File: src/rtl/add_result_buffer.sv
// Credit-managed result FIFO for a pipelined adder: issues are gated so that every
// in-flight result is guaranteed a slot when it completes.
module add_result_buffer #(
  parameter int DATA_WIDTH = 64,
  parameter int DEPTH      = 8
) (
  input  logic                    clk,
  input  logic                    rst,
  input  logic                    i_en,
  output logic                    issue_ok,
  input  logic                    res_en,
  input  logic [DATA_WIDTH:0]     res_data,
  output logic                    m_valid,
  input  logic                    m_ready,
  output logic [DATA_WIDTH:0]     m_data,
  output logic [$clog2(DEPTH):0]  level,
  output logic                    err_issue,
  output logic                    err_unexp
);

  localparam int AW = $clog2(DEPTH);
  localparam int CW = AW + 1;

  typedef logic [CW-1:0]     cnt_t;
  typedef logic [AW-1:0]     ptr_t;
  typedef logic [DATA_WIDTH:0] word_t;

  localparam cnt_t FULL = cnt_t'(DEPTH);

  cnt_t  outstanding;
  cnt_t  inflight;
  cnt_t  level_q;
  ptr_t  wr_ptr;
  ptr_t  rd_ptr;
  word_t mem [DEPTH];

  logic issue_acc;
  logic pop;
  logic wr;

  // Credit check uses only registered state, so a pop frees a credit one cycle later.
  assign issue_ok  = (outstanding < FULL);
  assign m_valid   = (level_q != '0);
  assign m_data    = mem[rd_ptr];
  assign level     = level_q;

  assign issue_acc = i_en && issue_ok;
  assign pop       = m_valid && m_ready;
  // A completion is only stored if it was announced; the full-without-pop guard is
  // unreachable under the credit rule but keeps a stray write from corrupting the head.
  assign wr        = res_en && (inflight != '0) && ((level_q != FULL) || pop);

  // NOTE: sequential state is updated with non-blocking assignments so every register
  // samples the pre-edge values of the others, independent of statement order.
  always_ff @(posedge clk) begin
    if (rst) begin
      outstanding <= '0;
      inflight    <= '0;
      level_q     <= '0;
      wr_ptr      <= '0;
      rd_ptr      <= '0;
      err_issue   <= 1'b0;
      err_unexp   <= 1'b0;
    end else begin
      outstanding <= outstanding + cnt_t'(issue_acc) - cnt_t'(pop);
      inflight    <= inflight + cnt_t'(issue_acc) - cnt_t'(wr);
      level_q     <= level_q + cnt_t'(wr) - cnt_t'(pop);
      if (wr)  wr_ptr <= wr_ptr + ptr_t'(1);
      if (pop) rd_ptr <= rd_ptr + ptr_t'(1);
      if (i_en && !issue_ok)          err_issue <= 1'b1;
      if (res_en && inflight == '0)   err_unexp <= 1'b1;
    end
  end

  // NOTE: the storage array is deliberately not reset; its contents are never
  // observed while level is zero, and leaving it unreset lets it map to plain RAM.
  always_ff @(posedge clk) begin
    if (!rst && wr) mem[wr_ptr] <= res_data;
  end

endmodule

File: config.mk
export PLATFORM = sky130hd
export DESIGN_NAME = add_result_buffer
export DESIGN_NICKNAME = d
export VERILOG_FILES = /design/src/rtl/add_result_buffer.sv
export SDC_FILE = /design/constraint.sdc
export NUM_CORES = 1
export LEC_CHECK = 0
export BUFFER_PORTS_ARGS = -buffer_cell sky130_fd_sc_hd__buf_4
export CORE_MARGIN = 8
export CORE_UTILIZATION = 49
export DETAILED_ROUTE_END_ITERATION = 8
export PLACE_DENSITY_LB_ADDON = 0.1
export SKIP_LAST_GASP = 1
export SLEW_MARGIN = 0
export SYNTH_ARGS = -nofsm -noshare
export SYNTH_HDL_FRONTEND = slang
export SYNTH_SLANG_ARGS = --single-unit
File: constraint.sdc
create_clock -name clk -period 11.8 [get_ports clk]
set_clock_uncertainty 0.15 [all_clocks]
set_input_delay 1.18 -clock clk [delete_from_list [all_inputs] [get_ports clk]]
set_output_delay 1.18 -clock clk [all_outputs]
set_load 0.01 [all_outputs]
==> results of run 1 <==
## state kept, by name (all words and copies together), names as in the netlist, named ones only
signal,flops
err_unexp,1
outstanding,4
err_issue,1
wr_ptr,3
mem,520
rd_ptr,3
inflight,4
level,4
## cell usage in the layout, fill, tap and decap left out, types with 3 or more instances in the layout
cell type	instances
sky130_fd_sc_hd__a21o_1	3
sky130_fd_sc_hd__a21oi_1	9
sky130_fd_sc_hd__buf_4	163
sky130_fd_sc_hd__bufinv_16	5
sky130_fd_sc_hd__clkbuf_1	3
sky130_fd_sc_hd__clkbuf_16	57
sky130_fd_sc_hd__clkbuf_8	3
sky130_fd_sc_hd__clkinv_1	14
sky130_fd_sc_hd__clkinv_2	15
sky130_fd_sc_hd__clkinvlp_4	3
sky130_fd_sc_hd__dfxtp_1	20
sky130_fd_sc_hd__dfxtp_4	3
sky130_fd_sc_hd__diode_2	3
sky130_fd_sc_hd__edfxtp_1	520
sky130_fd_sc_hd__fa_1	3
sky130_fd_sc_hd__ha_1	17
sky130_fd_sc_hd__inv_1	18
sky130_fd_sc_hd__mux2_2	65
sky130_fd_sc_hd__mux4_2	130
sky130_fd_sc_hd__nand2_1	8
sky130_fd_sc_hd__nand2b_1	3
sky130_fd_sc_hd__nor2_1	14
sky130_fd_sc_hd__nor2_4	4
sky130_fd_sc_hd__nor2b_1	5
sky130_fd_sc_hd__xnor2_1	5
sky130_fd_sc_hd__xor2_1	4
## worst max-delay path by stage
stage / cells past startpoint / startpoint / end / slack (ns)
after floorplan: 5 / m_ready / mem[0][0] / 3.00
after global placement: 5 / register / m_data[54] / 7.20
after detailed placement: 5 / register / m_data[54] / 7.17
after CTS: 5 / register / m_data[54] / 6.52
after global routing: 5 / register / m_data[49] / 6.37
final: 5 / register / m_data[54] / 6.72
## synthesized netlist by cell type, drive strengths merged
library cell and number:
edfxtp 520, mux4 130, mux2 65, buf 23
dfxtp 23, inv 19, nor2 18, ha 17
clkbuf 15, a21oi 9, nand2 8, nor2b 5
xnor2 5, xor2 4, a21o 3, fa 3
nand2b 3, nand3 2, nor3 2, nor4 2
a311o 1, a31o 1, nand3b 1, nor3b 1
or3b 1
## metrics by stage
stage	cells	cell area, sq um	power, mW	hold WS (ns)	setup slack, ns
2_1_floorplan	881	20700	3.03	0.304	3.00
3_3_place_gp	1545	22400	3.36	0.301	7.20
3_5_place_dp	1545	22400	3.37	0.313	7.17
4_1_cts	1647	24200	5.08	0.327	6.52
5_1_grt	1647	24200	5.23	0.345	6.37
6_report	1650	24200	5.01	0.320	6.72
## layer usage
layer | share of wire, % | routed length, um | track usage [%]
met5 | 0.065 | 26 | 0
met4 | 1.9 | 745 | 4.68
met3 | 5.1 | 2030 | 3.64
met2 | 50 | 20000 | 27.3
met1 | 43 | 17300 | 21.5
## kinds of logic (layout without fill, tap and decap cells)
kind of cell             count (synthesis)  count (layout)  synth area share [%]
buffers and inverters                   57             284                  1.46
AND/OR/NAND/NOR                         43              43                 0.986
AO/OA/AOI/OAI                           14              14                 0.417
flip-flops                             543             543                  77.7
other                                    0               3                     0
multiplexers                           195             195                  17.7
adder cells (fa/ha/maj)                 20              20                  1.32
XOR/XNOR                                 9               9                 0.381
## power by group through the flow
stage	combinational (mW)	sequential, mW	clock [mW]
5_1_grt	1.12	2.29	1.82
4_1_cts	1.05	2.28	1.75
3_3_place_gp	1.04	2.32	0
6_report	1.02	2.28	1.71
2_1_floorplan	0.747	2.28	0
3_5_place_dp	1.05	2.32	0
## final cells by class
| cell class | count | area share (%) |
|---|---|---|
| diodes | 3 | 0.0310 |
| clock buffers | 63 | 6.11 |
| clock inverters | 39 | 1.31 |
| inverters | 19 | 0.295 |
| multi-input cells | 281 | 18.0 |
| flip-flops and latches | 543 | 66.4 |
| well taps | 539 | 2.79 |
| repair buffers | 163 | 5.05 |
## worst reg2reg max path, stage by stage, from the launching register on
cell                       delay [ns]
sky130_fd_sc_hd__dfxtp_1         0.33
sky130_fd_sc_hd__inv_1           0.08
sky130_fd_sc_hd__ha_1            0.22
sky130_fd_sc_hd__nand2b_1        0.14
sky130_fd_sc_hd__a311o_1         0.44
sky130_fd_sc_hd__inv_2           0.14
sky130_fd_sc_hd__nand2b_1        0.23
sky130_fd_sc_hd__nor2_4          0.14
sky130_fd_sc_hd__buf_4           0.48
sky130_fd_sc_hd__buf_4           0.64
==> reports/summary.log, run 1 <==
INFO  run_status     outcome=finished, final reports clean
INFO  logic_synthesis synth.lib_cells_used.distinct=28
INFO  floorplanning  core_region_area=41800squm
INFO  place          io_buffer_count=142
INFO  setup_path     timing.rr.start=level[2]
INFO  setup_path     endpoint_kind=output port
INFO  setup_path     crit_arrival=3.75ns
INFO  sta            slew_viol_final=0
INFO  route          wirelength=40100um
INFO  floorplanning  placement_rows=75
INFO  power          cellInternalPower=3.78mW
INFO  cts            root_buffer=sky130_fd_sc_hd__clkbuf_16
INFO  setup_path     timing.reg2reg.setup_slack=8.42ns
INFO  cts            cts.reportedPaths.clkPinSlew=0.06ns
INFO  power          vdd.ir_drop.worst=0.144mV
INFO  logic_synthesis mapped_nets=971
INFO  setup_path     crit_path_frequent_cell=sky130_fd_sc_hd__buf_4
INFO  cts            htree_num_levels=2
INFO  logic_synthesis syn-cell-area=20700squm
INFO  place          gp_routability_congestion=0.686
INFO  setup_path     r2r_end=mem[2][21]
INFO  setup_path     timing.setup.critical_path_class=reg -> out
INFO  job            max_cap_viol_count=0
INFO  logic_synthesis ys_top_cells_by_area=sky130_fd_sc_hd__edfxtp_1 76%, sky130_fd_sc_hd__mux4_2 14%, sky130_fd_sc_hd__mux2_2 3.5%
INFO  sta            finalHoldViolations=0
INFO  sta            final_period_minus_worst_setup_slack=5.08ns
INFO  cts            cts_inserted_buffers=54
INFO  global_routing largest_net_degree_at_the_start_of_global_routing=74
INFO  setup_path     path_buf_inv=3
INFO  route          drc=0
INFO  floorplanning  initial_core_util=49.5%
INFO  power          switching_share=24.6%
INFO  floorplanning  boundaryPins=143
INFO  floorplanning  chipWidth=221um
INFO  cells_and_area layout.core_utilization=58.0%
INFO  global_routing gr-usage-all-layers=16.3%
INFO  floorplanning  fp.dieH=221um
INFO  floorplanning  design.die.area=49000squm
INFO  cts            ctsResizeCount=0
INFO  logic_synthesis synth_seq_area_share=77.7%
INFO  logic_synthesis synth_top_cell_area_share=75.5%
INFO  route          dr_total_vias=9062
INFO  cts            cts-root-to-sink-buffers=3
INFO  cts            worstSkewPairLatency=0.58ns
INFO  cells_and_area seqCellArea=16100squm
INFO  sta            fin_tns_setup=0ns
INFO  route          drt_first_pass_iters=4
INFO  logic_synthesis synth.largest_area_cell=sky130_fd_sc_hd__edfxtp_1
INFO  route          drt-wirelength-per-cell=24.3um
INFO  route          drt-vias-per-instance=5.49
INFO  cts            cts_tree=done
INFO  setup_path     critPathTopFamily=buffers and inverters
INFO  logic_synthesis synth-warning-count=0
INFO  cells_and_area multi_input_area=4350squm
INFO  setup_path     worst-endpoint-required=10.47ns
INFO  logic_synthesis ys_ff_latch=543
INFO  worst_hold_path timing.hold.worst_endpoint=err_unexp
INFO  route          drt_iter0_drc=618
INFO  global_routing number_of_antenna_violations_at_the_first_check_in_global_routing=4
INFO  setup_path     maximum_net_fanout_on_the_critical_path=39
INFO  global_routing grt_pass1_wl=60900um
INFO  sta            clock.fmax=0.197GHz
INFO  power          power_leakage=7.84nW
INFO  global_routing first_global_vias=9882
INFO  cells_and_area fillers=3065
INFO  sta            timing.final.crit_share=43.0%
INFO  logic_synthesis synth.avg_cell_area=23.5squm
INFO  setup_path     timing.critical_path.slowest_cell_delay=0.72ns
INFO  global_routing overflow=0
INFO  cells_and_area area_delta_synth_final=17.1%
INFO  worst_hold_path holdCritStartpoint=err_unexp
INFO  sta            worst_tran_pin_value=1.14ns
INFO  route          antenna_violating_nets_post_route=0
INFO  sta            relSlewSlack=23.7%
INFO  place          post-dp-hpwl=21200um
INFO  cts            clkSinkCount=543
INFO  setup_path     slowest_stage=sky130_fd_sc_hd__buf_4
INFO  power          sequential_fraction_of_design_power=45.5%
INFO  sta            setup_viol=0
INFO  sta            rsz_0062_raised_after_global_routing=false
INFO  power          power.density_cell_area=207nW/um^2
INFO  worst_hold_path worst_min_delay_path_category=reg -> reg
INFO  cells_and_area drive_above_1_share=41.2%
INFO  setup_path     path_cells=buf_4 -> buf_4 -> mux4_2 -> mux2_2 -> buf_4
INFO  worst_hold_path timing.hold.worst_path_depth=2
INFO  power          netSwitchingPower=1.23mW
INFO  cells_and_area final_net_count=1152
INFO  power          p_comb_share=20.4%
INFO  setup_path     reg2reg_depth=9
INFO  cts            hold_buffers=0
INFO  logic_synthesis syn_inst=881
INFO  setup_path     start_kind=register
INFO  power          clkPwrFrac=34.1%
INFO  cts            cts_setup_buffers=0
(Power assumes the default switching activity.)
==> run 2: changes to the inputs <==
clock period = 4.9 ns   (was 11.8 ns; I/O delays follow)
==> reports/summary.log, run 2 (synthesized netlist as in run 1, its figures left out) <==
INFO  cts            htree_num_levels=2
INFO  cells_and_area fillers=2989
INFO  cts            cts_setup_buffers=0
INFO  global_routing grt_pass1_wl=62200um
INFO  setup_path     endpoint_kind=output port
INFO  power          netSwitchingPower=2.94mW
INFO  route          drc=0
INFO  worst_hold_path worst_min_delay_path_category=in -> reg
INFO  place          post-dp-hpwl=21500um
INFO  sta            finalHoldViolations=0
INFO  sta            setup_viol=0
INFO  place          placed_cells_incl_taps=1543
INFO  floorplanning  core_region_area=41800squm
INFO  route          antenna_violating_nets_post_route=0
INFO  setup_path     crit_arrival=2.85ns
INFO  power          cellInternalPower=9.05mW
INFO  job            max_cap_viol_count=0
INFO  global_routing largest_net_degree_at_the_start_of_global_routing=66
INFO  place          gp_routability_congestion=0.706
INFO  setup_path     maximum_net_fanout_on_the_critical_path=57
INFO  cts            ctsResizeCount=0
INFO  setup_path     crit_path_frequent_cell=sky130_fd_sc_hd__buf_4
INFO  global_routing gr-usage-all-layers=16.5%
INFO  floorplanning  initial_core_util=49.5%
INFO  sta            timing.final.crit_share=71.1%
INFO  sta            clock.fmax=0.287GHz
INFO  route          drt_first_pass_iters=4
INFO  global_routing overflow=0
INFO  setup_path     start_kind=register
INFO  sta            final_critical_path_setup_slack=1.41ns
INFO  global_routing number_of_antenna_violations_at_the_first_check_in_global_routing=2
INFO  cells_and_area commonest_non_fill_non_tap_cells_in_the_layout=520 x sky130_fd_sc_hd__edfxtp_1, 152 x sky130_fd_sc_hd__buf_4, 130 x sky130_fd_sc_hd__mux4_2
INFO  floorplanning  chipWidth=221um
INFO  setup_path     worst-endpoint-required=4.26ns
INFO  setup_path     path_cells=buf_4 -> mux4_2 -> mux2_2 -> buf_4
INFO  sta            fin_tns_setup=0ns
INFO  power          sequential_fraction_of_design_power=45.8%
INFO  power          vdd.ir_drop.worst=0.369mV
INFO  route          drt-wirelength-per-cell=23.7um
INFO  power          power.density_cell_area=482nW/um^2
INFO  cells_and_area layout.cells.most_common=sky130_fd_sc_hd__edfxtp_1
INFO  route          drt-vias-per-instance=5.53
INFO  sta            final.hold.worst_slack=0.0772ns
INFO  cells_and_area final_standard_cell_count_with_taps_included_and_fillers_excluded=1705
INFO  cells_and_area antennaDiodeCount=0
INFO  cts            hold_buffers=67
INFO  floorplanning  boundaryPins=143
INFO  global_routing first_global_vias=10100
INFO  route          dr_total_vias=9421
INFO  floorplanning  design.die.area=49000squm
INFO  run_status     outcome=finished, final reports clean
INFO  sta            slew_viol_final=0
INFO  cells_and_area drive_above_1_share=37.7%
INFO  sta            worst_tran_pin_value=0.992ns
INFO  sta            relSlewSlack=33.8%
INFO  sta            final_period_minus_worst_setup_slack=3.49ns
INFO  power          p_comb_share=21.4%
INFO  cts            cts-root-to-sink-buffers=3
INFO  place          io_buffer_count=142
INFO  power          clkPwrFrac=32.7%
INFO  floorplanning  placement_rows=75
INFO  route          wirelength=40300um
INFO  setup_path     timing.critical_path.slowest_cell_delay=0.96ns
INFO  cts            cts_inserted_buffers=54
INFO  cts            cts.reportedPaths.clkPinSlew=0.06ns
INFO  cells_and_area largest_register=mem
INFO  setup_path     slowest_stage=sky130_fd_sc_hd__dfxtp_4
INFO  floorplanning  fp.dieH=221um
INFO  cells_and_area area_delta_synth_final=20.3%
INFO  cells_and_area final_net_count=1217
INFO  cells_and_area max_ffs_per_register=520
INFO  sta            rsz_0062_raised_after_global_routing=false
INFO  place          dp_worst_setup_slack=1.77ns
INFO  power          power_leakage=8.07nW
INFO  cts            cts_tree=done
INFO  power          switching_share=24.5%
INFO  cts            root_buffer=sky130_fd_sc_hd__clkbuf_16
INFO  cts            clkSinkCount=543
INFO  setup_path     timing.setup.critical_path_class=reg -> out
INFO  route          drt_iter0_drc=563
INFO  cts            worstSkewPairLatency=0.57ns
INFO  cells_and_area layout.core_utilization=59.6%
[run 2: stage by stage]
step                total power [mW]  instance area, sq um
global placement                8.19                 22500
global route                    12.5                 24900
finish                          12.0                 24900
detailed placement              8.20                 22500
floorplan                       7.28                 20700
CTS                             12.2                 24900
[run 2: per-layer routing]
layer / vias up / track usage, % / share of wire (%)
met4: 4 / 4.66 / 1.9
li1: 4173 / - / -
met2: 201 / 27.2 / 49
met5: - / 0 / 0.040
met3: 63 / 3.35 / 4.6
met1: 4980 / 22.5 / 45
[run 2: cell type report]
type | count | area (sq um) | area share [%]
flip-flops and latches | 543 | 16100 | 64.7
multi-input cells | 281 | 4380 | 17.6
repair buffers | 228 | 1990 | 8.01
clock buffers | 69 | 1430 | 5.74
well taps | 539 | 674 | 2.71
clock inverters | 26 | 244 | 0.981
inverters | 19 | 71.3 | 0.287
[run 2: worst max-delay path: cells and delay by family, from the launching register on]
kind	cells	cell delay (ns)
buf+inv	2	0.57
flops	1	0.96
mux	2	0.66
[run 2: worst paths after layout]
| path | end | cells after the start | from | slack [ns] |
|---|---|---|---|---|
| setup / recovery | m_data[41] | 4 | register | 1.41 |
| hold reg to reg | register | 2 | rd_ptr[1] | 0.33 |
| hold / removal | register | 3 | m_ready | 0.08 |
| setup reg to reg | mem[5][34] | 8 | level[2] | 1.81 |
[run 2: power by group through the flow]
| stage | combinational (mW) | clock [mW] | sequential, mW |
|---|---|---|---|
| floorplan | 1.80 | 0 | 5.48 |
| global placement | 2.59 | 0 | 5.60 |
| detailed placement | 2.59 | 0 | 5.61 |
| CTS | 2.65 | 4.02 | 5.51 |
| global route | 2.80 | 4.20 | 5.53 |
| finish | 2.57 | 3.93 | 5.50 |
